## config.mk

```make
export PLATFORM = sky130hd
export DESIGN_NAME = uart_rx_ctrl
export DESIGN_NICKNAME = d
export VERILOG_FILES = /design/src/rtl/uart_pkg.sv /design/src/rtl/uart_rx_fifo.sv /design/src/rtl/uart_rx_ctrl.sv
export SDC_FILE = /design/constraint.sdc
export NUM_CORES = 1
export LEC_CHECK = 0
export ABC_AREA = 1
export CORE_MARGIN = 5
export CORE_UTILIZATION = 25
export CTS_BUF_LIST = sky130_fd_sc_hd__clkbuf_8
export CTS_CLUSTER_DIAMETER = 40
export DETAILED_ROUTE_END_ITERATION = 8
export PLACE_DENSITY_LB_ADDON = 0.08
export SETUP_SLACK_MARGIN = 0.15
export SLEW_MARGIN = 5
export SYNTH_ARGS = -nofsm -noshare
export SYNTH_HDL_FRONTEND = slang
export SYNTH_SLANG_ARGS = --single-unit
```

## constraint.sdc

```tcl
create_clock -name clk -period 5.4 [get_ports clk]
set_input_delay 1.62 -clock clk [delete_from_list [all_inputs] [get_ports clk]]
set_output_delay 1.62 -clock clk [all_outputs]
set_load 0.03 [all_outputs]
```

## src/rtl/uart_pkg.sv

```systemverilog
// Shared types and constants for the UART receive controller.
package uart_pkg;

  localparam int unsigned CLKS_PER_BIT_DEFAULT = 434;
  localparam logic [15:0] DIV_MIN = 16'd4;

  typedef enum logic [2:0] {
    IDLE_ST   = 3'd0,
    START_ST  = 3'd1,
    DATA_ST   = 3'd2,
    STOP_ST   = 3'd3,
    PARITY_ST = 3'd4
  } rx_state_t;

endpackage

```

## src/rtl/uart_rx_fifo.sv

```systemverilog
// Synchronous first-word-fall-through byte FIFO with occupancy count.
// A write into a full FIFO is accepted only when a read happens in the same cycle.
module uart_rx_fifo #(
  parameter int unsigned DEPTH = 8
) (
  input  logic                     clk,
  input  logic                     nRST,
  input  logic                     wr_en,
  input  logic [7:0]               wr_data,
  input  logic                     rd_en,
  output logic [7:0]               rd_data,
  output logic                     empty,
  output logic                     full,
  output logic [$clog2(DEPTH):0]   count
);
  localparam int unsigned AW = $clog2(DEPTH);

  logic [7:0]    mem_q [DEPTH];
  logic [7:0]    mem_d [DEPTH];
  logic [AW-1:0] wr_ptr_q, wr_ptr_d, rd_ptr_q, rd_ptr_d;
  logic [AW:0]   count_q, count_d;
  logic          do_wr, do_rd;

  assign empty   = (count_q == '0);
  assign full    = (count_q == (AW+1)'(DEPTH));
  assign count   = count_q;
  assign rd_data = mem_q[rd_ptr_q];

  always_comb begin
    do_wr    = wr_en && (!full || rd_en);
    do_rd    = rd_en && !empty;
    mem_d    = mem_q;
    if (do_wr) mem_d[wr_ptr_q] = wr_data;
    wr_ptr_d = wr_ptr_q + AW'(do_wr);
    rd_ptr_d = rd_ptr_q + AW'(do_rd);
    count_d  = count_q + (AW+1)'(do_wr) - (AW+1)'(do_rd);
  end

  always_ff @(posedge clk) begin
    if (!nRST) begin
      wr_ptr_q <= '0;
      rd_ptr_q <= '0;
      count_q  <= '0;
    end else begin
      wr_ptr_q <= wr_ptr_d;
      rd_ptr_q <= rd_ptr_d;
      count_q  <= count_d;
    end
  end

  always_ff @(posedge clk) begin
    mem_q <= mem_d;
  end

endmodule

```

## src/rtl/uart_rx_ctrl.sv

```systemverilog
// UART receive engine with runtime divisor, sticky error flags and FWFT byte FIFO.
// Define UART_RX_PARITY_EN to add an even-parity bit between data and stop.
module uart_rx_ctrl #(
  parameter int unsigned CLKS_PER_BIT = uart_pkg::CLKS_PER_BIT_DEFAULT,
  parameter int unsigned FIFO_DEPTH   = 8
) (
  input  logic                          clk,
  input  logic                          nRST,
  input  logic                          rx_input_data,
  input  logic                          rx_en,
  input  logic                          div_load,
  input  logic [15:0]                   div_value,
  input  logic                          rd_en,
  output logic [7:0]                    rd_data,
  output logic                          rd_valid,
  output logic [$clog2(FIFO_DEPTH):0]   fifo_count,
  output logic                          frame_err,
  output logic                          overrun,
  output logic                          parity_err,
  input  logic                          err_clr,
  output logic [2:0]                    rx_state
);
  import uart_pkg::*;

  rx_state_t   state_q, state_d;
  logic [1:0]  sync_q, sync_d;
  logic [15:0] div_q, div_d, cnt_q, cnt_d;
  logic [2:0]  bit_q, bit_d;
  logic [7:0]  shift_q, shift_d;
  logic        frame_err_q, frame_err_d, overrun_q, overrun_d;
  logic        rx_s, push, set_ferr, fifo_full, fifo_empty, par_bad;
  logic [15:0] half_m1, full_m1;

`ifdef UART_RX_PARITY_EN
  logic par_bad_q, par_bad_d, parity_err_q, parity_err_d, set_perr;
  assign par_bad    = par_bad_q;
  assign parity_err = parity_err_q;
`else
  assign par_bad    = 1'b0;
  assign parity_err = 1'b0;
`endif

  assign rx_s     = sync_q[1];
  assign half_m1  = {1'b0, div_q[15:1]} - 16'd1;
  assign full_m1  = div_q - 16'd1;
  assign rx_state = state_q;
  assign rd_valid = !fifo_empty;
  assign frame_err = frame_err_q;
  assign overrun  = overrun_q;

  always_comb begin
    state_d  = state_q;
    sync_d   = {sync_q[0], rx_input_data};
    div_d    = div_q;
    cnt_d    = cnt_q + 16'd1;
    bit_d    = bit_q;
    shift_d  = shift_q;
    push     = 1'b0;
    set_ferr = 1'b0;
`ifdef UART_RX_PARITY_EN
    par_bad_d = par_bad_q;
    set_perr  = 1'b0;
`endif
    case (state_q)
      IDLE_ST: begin
        cnt_d = '0;
        bit_d = '0;
        if (div_load && div_value >= DIV_MIN) div_d = div_value;
        if (rx_en && !rx_s) state_d = START_ST;
`ifdef UART_RX_PARITY_EN
        par_bad_d = 1'b0;
`endif
      end
      START_ST: if (cnt_q == half_m1) begin
        cnt_d   = '0;
        bit_d   = '0;
        state_d = rx_s ? IDLE_ST : DATA_ST;
      end
      DATA_ST: if (cnt_q == full_m1) begin
        cnt_d   = '0;
        shift_d = {rx_s, shift_q[7:1]};
        bit_d   = bit_q + 3'd1;
        if (bit_q == 3'd7) begin
`ifdef UART_RX_PARITY_EN
          state_d = PARITY_ST;
`else
          state_d = STOP_ST;
`endif
        end
      end
`ifdef UART_RX_PARITY_EN
      PARITY_ST: if (cnt_q == full_m1) begin
        cnt_d     = '0;
        par_bad_d = (rx_s != ^shift_q);
        set_perr  = par_bad_d;
        state_d   = STOP_ST;
      end
`endif
      STOP_ST: if (cnt_q == full_m1) begin
        cnt_d   = '0;
        state_d = IDLE_ST;
        if (!rx_s)        set_ferr = 1'b1;
        else if (!par_bad) push    = 1'b1;
      end
      default: state_d = IDLE_ST;
    endcase
    // A flag raised in the same cycle as err_clr stays set.
    frame_err_d = set_ferr | (frame_err_q & ~err_clr);
    overrun_d   = (push & fifo_full & ~rd_en) | (overrun_q & ~err_clr);
`ifdef UART_RX_PARITY_EN
    parity_err_d = set_perr | (parity_err_q & ~err_clr);
`endif
  end

  always_ff @(posedge clk) begin
    if (!nRST) begin
      state_q     <= IDLE_ST;
      sync_q      <= '1;
      div_q       <= 16'(CLKS_PER_BIT);
      cnt_q       <= '0;
      bit_q       <= '0;
      shift_q     <= '0;
      frame_err_q <= 1'b0;
      overrun_q   <= 1'b0;
`ifdef UART_RX_PARITY_EN
      par_bad_q    <= 1'b0;
      parity_err_q <= 1'b0;
`endif
    end else begin
      state_q     <= state_d;
      sync_q      <= sync_d;
      div_q       <= div_d;
      cnt_q       <= cnt_d;
      bit_q       <= bit_d;
      shift_q     <= shift_d;
      frame_err_q <= frame_err_d;
      overrun_q   <= overrun_d;
`ifdef UART_RX_PARITY_EN
      par_bad_q    <= par_bad_d;
      parity_err_q <= parity_err_d;
`endif
    end
  end

  uart_rx_fifo #(
    .DEPTH (FIFO_DEPTH)
  ) u_fifo (
    .clk     (clk),
    .nRST    (nRST),
    .wr_en   (push),
    .wr_data (shift_q),
    .rd_en   (rd_en),
    .rd_data (rd_data),
    .empty   (fifo_empty),
    .full    (fifo_full),
    .count   (fifo_count)
  );

endmodule

```

==> run summary <==
DPL Wire Length - 12,700 µm
kind of critical path - reg -> out
Synth Register Bits - 123
Die W - 168 µm
Fin Clk Skew - 0.0160 ns
Final Cell Area - 7310 µm²
simple-gate portion of the synthesized area - 27.2%
synth unique cells - 35
Worst-Margin Slew - 0.948 ns
part of the power in registers - 38.8%
crit share post-route - 83.5%
critical path's slowest cell - dfxtp_1
Combinational Power Share - 34.2%
xor/xnor share of the synthesized area - 3.95%
Max Freq - 222 MHz
outcome - finished, final reports clean
mux cell area share after synthesis - 0%
antenna violations before repair - 0
PD cells - 401 nW/µm²
Int Power - 0.00175 W
Core Util, Final - 30.0%
Filler cells - 2,636
Longest Clk Path Bufs - 2
leading area contributor after synthesis - edfxtp_1
CP max stage delay - 0.76 ns
largest net degree at the start of global routing - 34
R2R Path Start - div_q[1]$_SDFFE_PN1P_
Worst R2R Path Depth - 14
Final nets - 833
net switching power figure - 0.00118 W
CP Launch Type - flip-flop
post-CTS setup buffer count - 0
CP delay by family, top - buffers and inverters
H-tree Lvls - 4
Req. time, crit path - 3.78 ns
Port-buffer cells - 39
Synth Area in Compound Gates - 9.35%
crit path max fanout - 18
Post-DP Area - 6930 µm²
Chip Height - 168 µm
Hold Startpoint - sync_q[0]$_SDFF_PN1_
total gr overflow - 0
Total Routing Usage GR - 12.4%
CP cell instances - inv_1 -> nor2_1 -> o21ai_0 -> a31oi_1 -> clkdlybuf4s50_1
HP Class - reg -> reg
Cell Area, Synth - 6210 µm²
hold depth - 1
RSZ-0062 raised after global routing - false
ratio of cells with drive above 1 in the final layout - 8.05%
Tmin final - 4.51 ns
Clock Pin Slew Worst Setup and Hold Paths - 0.08 ns
CP Buf/Inv Count - 2
instance count of the mapped netlist - 753
Ports - 42
Avg Inst Size Synth - 8.24 µm²
ANT nets after route - 0
Die ar. - 28,100 µm²
largest cells by area after synthesis - edfxtp_1, dfxtp_1, nor2_1
final slew viol count - 0
vias in the first global route - 5,073
Crit. End Element - output port
root buf cell - clkbuf_8
Max-Cap Viols - 0
DR DRC count - 0
Skew-Pair Late Insertion Delay - 0.45 ns
Leakage - 2.84 nW
largest family of logic cells by synthesized area - simple AND/OR/NAND/NOR gates
DR WL/cell - 14.9 µm
RD Place Congestion - 0.781
area grow syn2layout - 17.8%
router iterations before antenna repair - 4
max_slew headroom - 36.6%
Starting Density - 25.4%
TritonCTS clock tree - built
setup TNS - 0 ns
worst hold slack - 0.434 ns
Power, Total - 0.00293 W
core area - 24,400 µm²
total stage count of the critical path - 5
Setup-failing EPs final - 0
routed vias/inst - 4.44
Sw Share - 40.4%
final hold vios - 0
Synth warnings - 0
routed vias - 5,022
Synth top area share - 31.0%
peak supply drop - 0.121 mV
first-pass GRT wire length - 27,600 µm
sequential-to-total area share from yosys stat - 50.0%
Hold-fix buffers, CTS - 0
CP startpoint - u_fifo.rd_ptr_q[1]$_SDFF_PN0_
clk sink count - 123
PostCTS Resize Cnt - 0
Core Rows - 57
clock share of power - 27.0%
FF/Latch Area - 3100 µm²
Iteration-0 DRC Markers - 245
final WL - 16,900 µm
multi-input logic area - 2730 µm²
Synth Area in Adders - 3.35%
crit path DAT - 2.89 ns
CTS Buf Count - 17
# diodes - 0
[layer usage]
metal | track usage, % | up-vias | share of wire, %
met3 | 2.99 | 18 | 2.7
met5 | 0 | - | 0
met4 | 3.60 | 0 | 1.6
met2 | 22.0 | 64 | 51
li1 | - | 2555 | -
met1 | 15.0 | 2385 | 44
[state kept, by name, summed over array words and instances, names as in the netlist]
| name | count |
|---|---|
| overrun | 1 |
| sync_q | 2 |
| div_q | 16 |
| cnt_q | 16 |
| rx_state | 2 |
| bit_q | 3 |
| u_fifo.mem_q | 64 |
| u_fifo.rd_ptr_q | 3 |
| frame_err | 1 |
| u_fifo.wr_ptr_q | 3 |
| u_fifo.count | 4 |
| shift_q | 8 |
[stage by stage]
step	setup slack, ns	std cells
finish	0.893	1131
CTS	0.793	1131
floorplan	2.24	754
detailed placement	1.30	1099
global route	0.592	1131
global placement	1.38	1099
[cells in the mapped netlist]
master,number
ha_1,15
o21ai_2,1
a21o_1,1
a21oi_1,27
o21ai_0,54
nor4_1,4
a31oi_1,9
nor3_2,3
o22ai_1,8
nand3_1,26
xor2_1,11
o21a_1,2
inv_1,73
conb_1,1
nand4_1,4
fa_1,1
nor3b_1,3
nor3_1,16
xnor2_1,17
nand2_2,7
or2_2,2
nand3_2,1
inv_2,2
dfxtp_1,59
buf_4,3
nor2_1,146
nor2_2,5
edfxtp_1,64
nand3b_1,11
nand2_1,145
buf_6,1
buf_1,1
o211ai_1,5
clkbuf_1,16
nor2_4,9
[worst paths after layout]
check / endpoint / slack (ns)
setup / recovery: rd_data[7] / 0.89
hold / removal: sync_q[1]$_SDFF_PN1_ / 0.43
setup reg to reg: u_fifo.mem_q[44]$_DFFE_PP_ / 1.83
hold reg to reg: sync_q[1]$_SDFF_PN1_ / 0.43
[final cells by class]
type | count | share of cell area [%]
Clock inverter | 15 | 2.04
Timing Repair Buffer | 42 | 5.65
Multi-Input combinational cell | 535 | 37.3
Sequential cell | 123 | 42.4
Clock buffer | 17 | 3.20
Tap cell | 324 | 5.54
Inverter | 75 | 3.85
[logic make-up (layout without fill, tap and decap cells)]
| kind of cell | count (synthesis) | in the layout |
|---|---|---|
| compound gates | 107 | 107 |
| xor+xnor | 28 | 28 |
| fa+ha+maj | 16 | 16 |
| buf+inv | 96 | 149 |
| flops | 123 | 123 |
| other cells | 1 | 2 |
| simple gates | 382 | 382 |
[layout by cell type, fill, tap and decap left out, types with 3 or more instances in the layout]
cell             instances
nor2_1                 146
nand2_1                145
inv_1                   73
edfxtp_1                64
dfxtp_1                 59
o21ai_0                 54
clkdlybuf4s50_1         39
a21oi_1                 27
nand3_1                 26
xnor2_1                 17
clkbuf_8                17
nor3_1                  16
ha_1                    15
nand3b_1                11
xor2_1                  11
nor2_4                   9
a31oi_1                  9
o22ai_1                  8
nand2_2                  7
nor2_2                   5
o211ai_1                 5
inv_8                    5
inv_6                    5
nand4_1                  4
nor4_1                   4
nor3b_1                  3
nor3_2                   3
buf_4                    3
[worst reg2reg max path: stages, from the launching register on]
cell and delay (ns):
dfxtp_1 0.32, inv_1 0.19, ha_1 0.32, nand2_1 0.16
nor2_4 0.21, nor2_1 0.06, nor2_1 0.09, nand2_1 0.06
nor2_1 0.16, nand3_2 0.14, nor2_4 0.34, nand2_2 0.12
nor2_4 0.16, nand2_1 0.13, nor2_1 0.73
[power by group through the flow]
stage                     sequential [W]  combinational, W  clock, W
after global placement           0.00116           0.00101         0
after detailed placement         0.00116           0.00102         0
after global routing             0.00115           0.00114  0.000871
after floorplan                  0.00116          0.000683         0
after CTS                        0.00114           0.00102  0.000826
final                            0.00114           0.00100  0.000793
No activity file was read; power rests on OpenSTA's default activity.
